`src/rtl/mmio_uart_pkg.sv`:
```
// mmio_uart_pkg
//   Shared definitions for the memory-mapped UART transmitter:
//   register offsets within the MMIO window, CTRL bit positions,
//   the transmitter state encoding and an even-parity helper.
//   Optional feature macro (consumed by mmio_uart_tx): MMIO_UART_PARITY_EN.
package mmio_uart_pkg;

  // Byte offsets from BASE_ADDR
  localparam logic [31:0] TXDATA_OFS = 32'h0;
  localparam logic [31:0] CTRL_OFS   = 32'h4;

  // CTRL register bit positions
  localparam int CTRL_TX_EN_BIT   = 0;  // persistent enable
  localparam int CTRL_FLUSH_BIT   = 1;  // pulse: discard queued bytes
  localparam int CTRL_CLR_OVF_BIT = 2;  // pulse: clear sticky overflow

  typedef enum logic [2:0] {
    ST_IDLE,
    ST_START,
    ST_DATA,
    ST_PARITY,
    ST_STOP
  } tx_state_t;

  // Even parity: the parity bit makes the total count of ones even.
  function automatic logic even_parity(input logic [7:0] b);
    return ^b;
  endfunction

endpackage

```
`src/rtl/mmio_uart_tx_sync_fifo.sv`:
```
// sync_fifo
//   Single-clock FIFO with an explicit occupancy counter, so full/empty
//   never depend on pointer comparison. Pointers wrap modulo DEPTH
//   (DEPTH must be a power of two, >= 2). The head entry is presented
//   combinationally on o_rdata and is consumed by i_pop.
// Ports:
//   clk, rstn        clock, asynchronous active-low reset
//   i_push, i_wdata  write request and data
//   i_pop            consume head entry (ignored when empty)
//   i_flush          discard all entries; takes priority over push/pop
//   o_rdata          head entry
//   o_full, o_empty  occupancy flags
//   o_level          occupancy, 0..DEPTH
module sync_fifo #(
  parameter int WIDTH = 8,
  parameter int DEPTH = 16
) (
  input  logic                     clk,
  input  logic                     rstn,
  input  logic                     i_push,
  input  logic [WIDTH-1:0]         i_wdata,
  input  logic                     i_pop,
  input  logic                     i_flush,
  output logic [WIDTH-1:0]         o_rdata,
  output logic                     o_full,
  output logic                     o_empty,
  output logic [$clog2(DEPTH):0]   o_level
);

  localparam int AW = $clog2(DEPTH);
  localparam int LW = AW + 1;

  logic [WIDTH-1:0] r_mem [DEPTH];
  logic [AW-1:0]    r_wr_ptr;
  logic [AW-1:0]    r_rd_ptr;
  logic [LW-1:0]    r_level;
  logic             w_do_push;
  logic             w_do_pop;

  assign o_full   = (r_level == LW'(DEPTH));
  assign o_empty  = (r_level == '0);
  assign o_level  = r_level;
  assign o_rdata  = r_mem[r_rd_ptr];

  assign w_do_pop  = i_pop && !o_empty;
  // A full FIFO still accepts a write when the head leaves in the same cycle.
  assign w_do_push = i_push && (!o_full || w_do_pop);

  always_ff @(posedge clk) begin
    if (w_do_push) begin
      r_mem[r_wr_ptr] <= i_wdata;
    end
  end

  always_ff @(posedge clk or negedge rstn) begin
    if (!rstn) begin
      r_wr_ptr <= '0;
      r_rd_ptr <= '0;
      r_level  <= '0;
    end else if (i_flush) begin
      r_wr_ptr <= '0;
      r_rd_ptr <= '0;
      r_level  <= '0;
    end else begin
      if (w_do_push) r_wr_ptr <= r_wr_ptr + 1'b1;
      if (w_do_pop)  r_rd_ptr <= r_rd_ptr + 1'b1;
      case ({w_do_push, w_do_pop})
        2'b10:   r_level <= r_level + 1'b1;
        2'b01:   r_level <= r_level - 1'b1;
        default: r_level <= r_level;
      endcase
    end
  end

endmodule

```
`src/rtl/mmio_uart_tx.sv`:
```
// mmio_uart_tx
//   Memory-mapped UART transmitter on the core's I/O store bus. Stores to
//   BASE_ADDR+0 (TXDATA) queue a byte; stores to BASE_ADDR+4 (CTRL) set
//   tx_en and issue flush / clear-overflow pulses. Queued bytes are sent
//   LSB first as START, 8 DATA, [PARITY], STOP; every bit lasts
//   CLKS_PER_BIT clocks.
//   Optional feature: define MMIO_UART_PARITY_EN to insert an even-parity
//   bit after the data bits (11 bit times per frame instead of 10).
// Ports:
//   clk, rstn                         clock, asynchronous active-low reset
//   io_write_addr/en/data             store bus from the core
//   uart_tx                           serial line, idle high
//   tx_busy                           a frame is in flight
//   fifo_full/fifo_empty/fifo_level   TX queue status
//   overflow                          sticky: a TXDATA byte was dropped
module mmio_uart_tx
  import mmio_uart_pkg::*;
#(
  parameter logic [31:0] BASE_ADDR    = 32'h1000_0000,
  parameter int          CLKS_PER_BIT = 868,
  parameter int          FIFO_DEPTH   = 16
) (
  input  logic                          clk,
  input  logic                          rstn,
  input  logic [31:0]                   io_write_addr,
  input  logic                          io_write_en,
  input  logic [31:0]                   io_write_data,
  output logic                          uart_tx,
  output logic                          tx_busy,
  output logic                          fifo_full,
  output logic                          fifo_empty,
  output logic [$clog2(FIFO_DEPTH):0]   fifo_level,
  output logic                          overflow
);

  localparam int              BW        = (CLKS_PER_BIT > 1) ? $clog2(CLKS_PER_BIT) : 1;
  localparam logic [BW-1:0]   BAUD_LAST = BW'(CLKS_PER_BIT - 1);

  // ---------------- register decode ----------------
  logic       w_sel_txdata;
  logic       w_sel_ctrl;
  logic       w_flush;
  logic       w_clr_ovf;
  logic       w_drop;
  logic       w_pop;
  logic [7:0] w_fifo_rdata;
  logic       w_unused_data;
  logic       r_tx_en;
  logic       r_overflow;

  assign w_sel_txdata  = io_write_en && (io_write_addr == (BASE_ADDR + TXDATA_OFS));
  assign w_sel_ctrl    = io_write_en && (io_write_addr == (BASE_ADDR + CTRL_OFS));
  assign w_flush       = w_sel_ctrl && io_write_data[CTRL_FLUSH_BIT];
  assign w_clr_ovf     = w_sel_ctrl && io_write_data[CTRL_CLR_OVF_BIT];
  assign w_drop        = w_sel_txdata && fifo_full && !w_pop;
  assign w_unused_data = ^io_write_data[31:8];

  always_ff @(posedge clk or negedge rstn) begin
    if (!rstn) begin
      r_tx_en    <= 1'b1;
      r_overflow <= 1'b0;
    end else begin
      if (w_sel_ctrl) r_tx_en <= io_write_data[CTRL_TX_EN_BIT];
      // A drop wins over a clear so no lost byte goes unreported.
      if (w_drop)         r_overflow <= 1'b1;
      else if (w_clr_ovf) r_overflow <= 1'b0;
    end
  end

  assign overflow = r_overflow;

  sync_fifo #(
    .WIDTH (8),
    .DEPTH (FIFO_DEPTH)
  ) u_fifo (
    .clk     (clk),
    .rstn    (rstn),
    .i_push  (w_sel_txdata),
    .i_wdata (io_write_data[7:0]),
    .i_pop   (w_pop),
    .i_flush (w_flush),
    .o_rdata (w_fifo_rdata),
    .o_full  (fifo_full),
    .o_empty (fifo_empty),
    .o_level (fifo_level)
  );

  // ---------------- transmitter FSM ----------------
  tx_state_t  r_state, w_state_next;
  logic [BW-1:0] r_baud, w_baud_next;
  logic [2:0] r_bit_idx, w_bit_next;
  logic [7:0] r_shift, w_shift_next;
  logic       r_tx, w_tx_next;
  logic       w_baud_done;
`ifdef MMIO_UART_PARITY_EN
  logic       r_parity, w_parity_next;
`endif

  always_ff @(posedge clk or negedge rstn) begin
    if (!rstn) begin
      r_state   <= ST_IDLE;
      r_baud    <= '0;
      r_bit_idx <= '0;
      r_shift   <= '0;
      r_tx      <= 1'b1;
`ifdef MMIO_UART_PARITY_EN
      r_parity  <= 1'b0;
`endif
    end else begin
      r_state   <= w_state_next;
      r_baud    <= w_baud_next;
      r_bit_idx <= w_bit_next;
      r_shift   <= w_shift_next;
      r_tx      <= w_tx_next;
`ifdef MMIO_UART_PARITY_EN
      r_parity  <= w_parity_next;
`endif
    end
  end

  always_comb begin
    w_state_next  = r_state;
    w_baud_next   = r_baud + 1'b1;
    w_bit_next    = r_bit_idx;
    w_shift_next  = r_shift;
    w_pop         = 1'b0;
    w_tx_next     = 1'b1;
    w_baud_done   = (r_baud == BAUD_LAST);
`ifdef MMIO_UART_PARITY_EN
    w_parity_next = r_parity;
`endif

    case (r_state)
      ST_IDLE: begin
        w_baud_next = '0;
        if (!fifo_empty && r_tx_en) begin
          w_pop        = 1'b1;
          w_shift_next = w_fifo_rdata;
          w_state_next = ST_START;
`ifdef MMIO_UART_PARITY_EN
          w_parity_next = even_parity(w_fifo_rdata);
`endif
        end
      end
      ST_START: begin
        if (w_baud_done) begin
          w_baud_next  = '0;
          w_bit_next   = '0;
          w_state_next = ST_DATA;
        end
      end
      ST_DATA: begin
        if (w_baud_done) begin
          w_baud_next  = '0;
          w_shift_next = {1'b0, r_shift[7:1]};
          w_bit_next   = r_bit_idx + 3'd1;
          if (r_bit_idx == 3'd7) begin
`ifdef MMIO_UART_PARITY_EN
            w_state_next = ST_PARITY;
`else
            w_state_next = ST_STOP;
`endif
          end
        end
      end
`ifdef MMIO_UART_PARITY_EN
      ST_PARITY: begin
        if (w_baud_done) begin
          w_baud_next  = '0;
          w_state_next = ST_STOP;
        end
      end
`endif
      ST_STOP: begin
        if (w_baud_done) begin
          w_baud_next  = '0;
          w_state_next = ST_IDLE;
        end
      end
      default: begin
        w_baud_next  = '0;
        w_state_next = ST_IDLE;
      end
    endcase

    // Line level is registered alongside the state so each bit lasts
    // exactly CLKS_PER_BIT cycles and the output is glitch-free.
    case (w_state_next)
      ST_START: w_tx_next = 1'b0;
      ST_DATA:  w_tx_next = w_shift_next[0];
`ifdef MMIO_UART_PARITY_EN
      ST_PARITY: w_tx_next = w_parity_next;
`endif
      default:  w_tx_next = 1'b1;
    endcase
  end

  assign uart_tx = r_tx;
  assign tx_busy = (r_state != ST_IDLE);

endmodule

```
`config.mk`:
```
export PLATFORM = sky130hd
export DESIGN_NAME = mmio_uart_tx
export DESIGN_NICKNAME = d
export VERILOG_FILES = /design/src/rtl/mmio_uart_pkg.sv /design/src/rtl/mmio_uart_tx_sync_fifo.sv /design/src/rtl/mmio_uart_tx.sv
export SDC_FILE = /design/constraint.sdc
export NUM_CORES = 1
export LEC_CHECK = 0
export ABC_AREA = 1
export BUFFER_PORTS_ARGS = -buffer_cell sky130_fd_sc_hd__buf_2
export CAP_MARGIN = 20
export CORE_MARGIN = 2
export CORE_UTILIZATION = 59
export CTS_CLUSTER_DIAMETER = 120
export DETAILED_ROUTE_END_ITERATION = 12
export GPL_TIMING_DRIVEN = 1
export HOLD_SLACK_MARGIN = 0.08
export PLACE_DENSITY = 0.8
export SLEW_MARGIN = 10
export SYNTH_ARGS = -nofsm -noshare
export SYNTH_HDL_FRONTEND = slang
export SYNTH_HIERARCHICAL = 1
export SYNTH_SLANG_ARGS = --single-unit
```
`constraint.sdc`:
```
create_clock -name clk -period 2.7 [get_ports clk]
set_input_delay 0.54 -clock clk [delete_from_list [all_inputs] [get_ports clk]]
set_output_delay 0.54 -clock clk [all_outputs]
set_load 0.01 [all_outputs]
```
### Yosys cells after proc, flatten, opt, wreduce, memory -nomap -nowiden

Memory sizes are Yosys's and may differ from the RTL's.
Cells that the tools add are included.

* memories: 1
* logic and storage cells: 85
* flip-flop bits (word level): 40
* bits of input ports: 67
* memory bits (writable): 128

* equality and inequality tests: 15
* add/sub/neg operators: 6
* mux-type cells: 27
* reductions and logical operators: 25

Memories
* u_fifo.r_mem: words 16, width 8, read ports 1, clocked after Yosys merged registers in 0, write ports 1, line mmio_uart_tx_sync_fifo.sv:33 `logic [WIDTH-1:0] r_mem [DEPTH];`

Operator list (number)
* == test 32 x 29 -> 1 bit (second input constant): 2
* 2-to-1 mux 3 bit: 7
* 2-to-1 mux 10 bit: 2
* 2-to-1 mux 4 bit: 4
* 2-to-1 mux 8 bit: 2
* one-hot mux 8 bit (2 select lines): 1
* one-hot mux 3 bit (4 select lines): 1
* adder 10 x 1 -> 10 bit (second input constant): 1
* == test 10 bit (second input constant): 1
* one-hot mux 5 bit (2 select lines): 1
* nonzero test 2 bit: 5
* logical AND 1 bit: 9
* adder 4 x 1 -> 4 bit (second input constant): 2
* == test 3 x 1 -> 1 bit (second input constant): 2
* == test 3 x 2 -> 1 bit (second input constant): 2
* == test 3 bit (second input constant): 2
* 2-to-1 mux 1 bit: 6
* inequality test 2 bit (second input constant): 3
* one-hot mux 3 bit (2 select lines): 1
* AND reduction 3 bit: 2
* nonzero test 3 bit: 2
* adder 5 x 1 -> 5 bit (second input constant): 1
* == test 5 bit (second input constant): 1
* logical NOT 5 bit: 1
* other kinds (10): 12

### Longest topological paths before layout

* word-level depth: 11
* depth in mapped cells: 19
* mapped depth without buffers: 19

### Modules after synthesis

The synthesis kept the hierarchy.

By module, submodules not included
* sync_fifo: cells each 502, instances 1, area an instance 6035.8 um^2
* mmio_uart_tx: cells each 191, instances 1, area an instance 1570.3 um^2

### Least setup slack after synthesis

No wires, ideal clock.

* path kind: input -> register
* start: input io_write_addr[31]
* end: register u_fifo.r_level[4] (netlist: u_fifo/o_level[4])
* setup time: 0.117 ns
* stages on the path: 16
* required time: 2.583 ns
* data arrival time: 2.494 ns
* path slack: 0.089 ns
* cells stage by stage: nor2_1 -> nand3b_1 -> nor3_1 -> and2_1 -> inv_1 -> nand3_2 -> inv_1 -> ha_1 -> a21oi_1 -> nand2_1 -> nand2_1 -> nand2_1 -> nor2_1 -> nor2_1 -> nand2_1 -> nand2_1

* cells in the longest elaborated chain, start to end: 6
* elaborated cells between the ends (all ways): 11

Ends and longest elaborated chain
* start, declared: line mmio_uart_tx.sv:25 `input logic [31:0] io_write_addr,`
* == test 32 x 29 -> 1 bit (*): line mmio_uart_tx.sv:51 `assign w_sel_txdata = io_write_en && (io_write_addr == (BASE_ADDR + TXDATA_OFS));`
* logical AND 1 bit (*): line mmio_uart_tx.sv:51
* net w_sel_txdata: line mmio_uart_tx.sv:40 `logic w_sel_txdata;`
* logical AND 1 bit (*): line mmio_uart_tx_sync_fifo.sv:47 `assign w_do_push = i_push && (!o_full || w_do_pop);`
* == test 2 x 1 -> 1 bit or == test 2 bit (tied branches): line mmio_uart_tx_sync_fifo.sv:67 `case ({w_do_push, w_do_pop})`
* one-hot mux 5 bit (2 select lines): line mmio_uart_tx_sync_fifo.sv:67
* 2-to-1 mux 5 bit: line mmio_uart_tx_sync_fifo.sv:60 `end else if (i_flush) begin`
* end signal, assigned: line mmio_uart_tx_sync_fifo.sv:68 `2'b10: r_level <= r_level + 1'b1;`
* end signal, assigned: line mmio_uart_tx_sync_fifo.sv:69 `2'b01: r_level <= r_level - 1'b1;`
* end signal, assigned: line mmio_uart_tx_sync_fifo.sv:70 `default: r_level <= r_level;`
* end, declared: line mmio_uart_tx_sync_fifo.sv:36 `logic [LW-1:0] r_level;`

Mark *: on every way through the listed nets, which the timed path passes. The rest lies on a longest branch.
A chain may end at the register's enable or synchronous reset.

### Final worst setup path

* start: register u_fifo.r_level[4] (netlist: u_fifo/o_level[4])
* end: register u_fifo.r_level[4] (netlist: u_fifo/o_level[4])

* cells in the longest elaborated chain, start to end: 11
* elaborated cells between the ends (all ways): 17

Ends and longest elaborated chain
* logical NOT 5 bit (*): line mmio_uart_tx_sync_fifo.sv:41 `assign o_empty = (r_level == '0);`
* logical NOT 1 bit (*): line mmio_uart_tx.sv:136 `if (!fifo_empty && r_tx_en) begin`
* logical AND 1 bit (*): line mmio_uart_tx.sv:136
* 2-to-1 mux 1 bit (*): line mmio_uart_tx.sv:136
* 2-to-1 mux 1 bit (*): line mmio_uart_tx.sv:133 `case (r_state)`
* net w_pop: line mmio_uart_tx.sv:45 `logic w_pop;`
* logical AND 1 bit (*): line mmio_uart_tx_sync_fifo.sv:45 `assign w_do_pop = i_pop && !o_empty;`
* logical OR 1 bit: line mmio_uart_tx_sync_fifo.sv:47
* logical AND 1 bit: line mmio_uart_tx_sync_fifo.sv:47
* == test 2 x 1 -> 1 bit or == test 2 bit (tied branches): line mmio_uart_tx_sync_fifo.sv:67
* one-hot mux 5 bit (2 select lines): line mmio_uart_tx_sync_fifo.sv:67
* 2-to-1 mux 5 bit: line mmio_uart_tx_sync_fifo.sv:60

Marked as above.

==> key figures <==
STA
  – RSZ-0062 raised after global routing: false
  – # setup viols final: 0
  – Max Slew Vio Count: 0
  – Final period utilization: 90.4%
  – Setup_tns: 0 ps
  – Clock Skew: 7.12 ps
  – Final Hold Fails: 0
  – Relative slew margins: approximately 42%
  – Post-route minimum period: 2440 ps
  – Worst-margin pin slew: just under 900 ps
  – Max Fclk: 410 MHz

Power and ir drop
  – P per Cell Area: 604 nW/um^2
  – Peak VDD IR: 762 uV
  – Leakage dissipation: about 0.0035 uW
  – Power Total: about 5300 uW

GRT
  – Antenna violations before repair: 0
  – Remaining global-route overflow: 0
  – First-pass GRT wire length: 26000 um
  – GRT Total Usage: roughly 24%
  – Largest net degree at the start of global routing: 69
  – Vias in the first global route: between 5000 and 6000

CTS
  – Root buffer cell: clkbuf_16
  – Number of post-CTS setup repair buffers: 0
  – Clk sinks: 168
  – Worst-path clk slew: 70 ps
  – Htree depth: 4
  – CTS Hold Bufs: 0
  – CTS Buf Count: 17
  – Clock Latency Late Sink: between 400 and 500 ps
  – CTS tree: yes
  – Clk buf depth: 2
  – Cts repair resizes: 0

Floorplan
  – Initial Util: between 60% and 70%
  – Die Footprint: 13800 um^2
  – Die Y: 118 um
  – Top Ports: 77
  – Die Width: 118 um
  – Core Rows: 41
  – Core footprint: 12600 um^2

Synthesis
  – Post-Syn Instances: 693
  – Syn. warnings: 6
  – Most frequent cells after synthesis: nor2_1 (146), edfxtp_1 (128), nand2_1 (72), nand3_1 (52), o21ai_1 (41)
  – Synth Register Bits: 168
  – Sequential share of the synthesized area: around 64%
  – Syn Area/Cell: 11.0 um^2
  – Main synth FF type: edfxtp_1
  – Count leader, synth: nor2_1
  – Cell taking the most area after synthesis: edfxtp_1
  – Area share of the largest cell type after synthesis: 50.5%
  – Ys async rst share: 23.8%
  – Post-synth net total: 772
  – Netlist cell types: 44
  – Post-Syn Area: 7610 um^2
  – Ranking of synthesized cells by area: edfxtp_1 (51%), dfrtp_1 (13%), nor2_1 (7.2%), nand2_1 (3.6%), nand3_1 (3.4%)
  – Post-synth EDFFs: 128

Finish
  – Area growth, synth to finish: 15.8%
  – Fill cells: 910
  – # diodes: 0
  – Share of cells above drive strength 1: 21.2%
  – # nets final: about 850
  – Non-Filler Instances: 954

Worst setup path
  – Arrival time at the worst endpoint: roughly 2800 ps
  – RR Endpoint: u_fifo/o_level[4]
  – Crit. Startpoint: u_fifo/o_level[4]
  – RR Startpoint: u_fifo/o_level[4]
  – CP Launch Type: register
  – Setup Crit Path Kind: reg -> reg
  – Critical path capture point type: register
  – Crit path max fanout: 5
  – Worst reg2reg path depth: 19
  – Data required, critical path: between 3000 and 4000 ps
  – R2r setup slk: around 260 ps

Place
  – GP Congestion: 0.895
  – Hpwl dp: 10500 um
  – Placed cell count: 923
  – Port Buf Inserts: 52

Drt
  – M1 wire length: 6620 um
  – Metal3 WL: 901 um
  – Drt via density: 5.60
  – Routed wire length: 15900 um
  – DR pass1 iterations: 5
  – Top sig layer: met4
  – Residual DRC: 0
  – Mean routed wirelength per cell: 16.6 um
  – Met2 wire length: 8040 um
  – Detailed-route via count: 5341
  – ANT nets after route: 0
  – Initial DRC count: 502

Worst hold path
  – Worst hold path type: in -> async

Status
  – Status: completed

Job
  – Max-cap violations: 0
cell type report:
type	instances	area, um^2	share of cell area [%]
clock buffer	17	425	4.83
timing repair buffer	82	510	5.79
tap	172	215	2.44
sequential	168	4850	55.0
multi-input combinational	457	2470	28.0
inverter	44	170	1.93
clock inverter	14	173	1.96
worst max-delay path: stages (launching register included):
cell     delay (ps)
dfrtp_1         450
inv_1           120
nand3_4         120
inv_1            70
nor2_1          130
nand3_2          90
inv_2            80
nand3_2          80
buf_4           170
fa_1            400
inv_1            70
nand3_1          80
nand2_1          80
nand2_1          60
nand2_1          90
nand2_1          60
inv_1            50
nor2_1           30
nand2_1          50
nand2_1          40
kinds of logic after synthesis:
| logic type | count (synthesis) | share of synthesized area, % |
|---|---|---|
| AOI/OAI and AO/OA | 122 | 9.85 |
| and+or+nand+nor | 317 | 19.8 |
| xor gates and xnor gates | 6 | 0.691 |
| adders and majority gates | 12 | 2.07 |
| DFF | 168 | 63.7 |
| buffers and inverters | 68 | 3.83 |
metrics by stage:
stage               util (%)  instance area, um^2  setup WS [ps]  hold slack [ps]
finish                  69.8                 8810            259              222
global route            69.8                 8810           10.4              287
CTS                     69.8                 8810            270              247
detailed placement      65.1                 8210            172              468
global placement        65.1                 8210            236              460
floorplan                  -                 7610           88.8              244
where the power goes:
group          switching (uW)  internal [uW]
registers          0.00000296           2780
clock network            1000           1460
logic                    50.3           24.9
total                    1050           4270
flip-flops by register name (all words and copies together), names as in the netlist, 3 cells and up:
register	count
u_fifo/o_level	5
u_fifo/r_mem	128
r_bit_idx	3
r_state	3
u_fifo/r_wr_ptr	4
r_shift	8
u_fifo/r_rd_ptr	4
r_baud	10
cell usage in the layout (no fill, tap or decap), types with 8 or more instances in the layout:
cell type  netlist  layout
a21oi_1         10      10
buf_2           13      52
buf_4            4      28
clkbuf_16        0      17
dfrtp_1         38      37
edfxtp_1       128     128
ha_1            11      11
inv_1           31      31
inv_2           10      10
nand2_1         72      72
nand2_2          8       8
nand3_1         52      52
nor2_1         146     146
o211ai_1        32      32
o21ai_0         28      28
o21ai_1         41      41
how the worst max path moves through the flow:
stage                              endpoint  slack, ps  depth (start not counted)
after floorplan           u_fifo/o_level[4]         90                         16
final                     u_fifo/o_level[4]        260                         19
after global placement    u_fifo/o_level[4]        240                         19
after CTS                 u_fifo/o_level[4]        270                         19
after detailed placement  u_fifo/o_level[4]        170                         19
after global routing      u_fifo/o_level[4]         10                         19
layer usage:
layer | track usage [%] | vias to the layer above
li1 | - | 2571
met1 | 29.5 | 2583
met2 | 42.2 | 153
met3 | 5.86 | 34
met4 | 8.43 | 0
met5 | 0 | -
(Power assumes the default switching activity.)
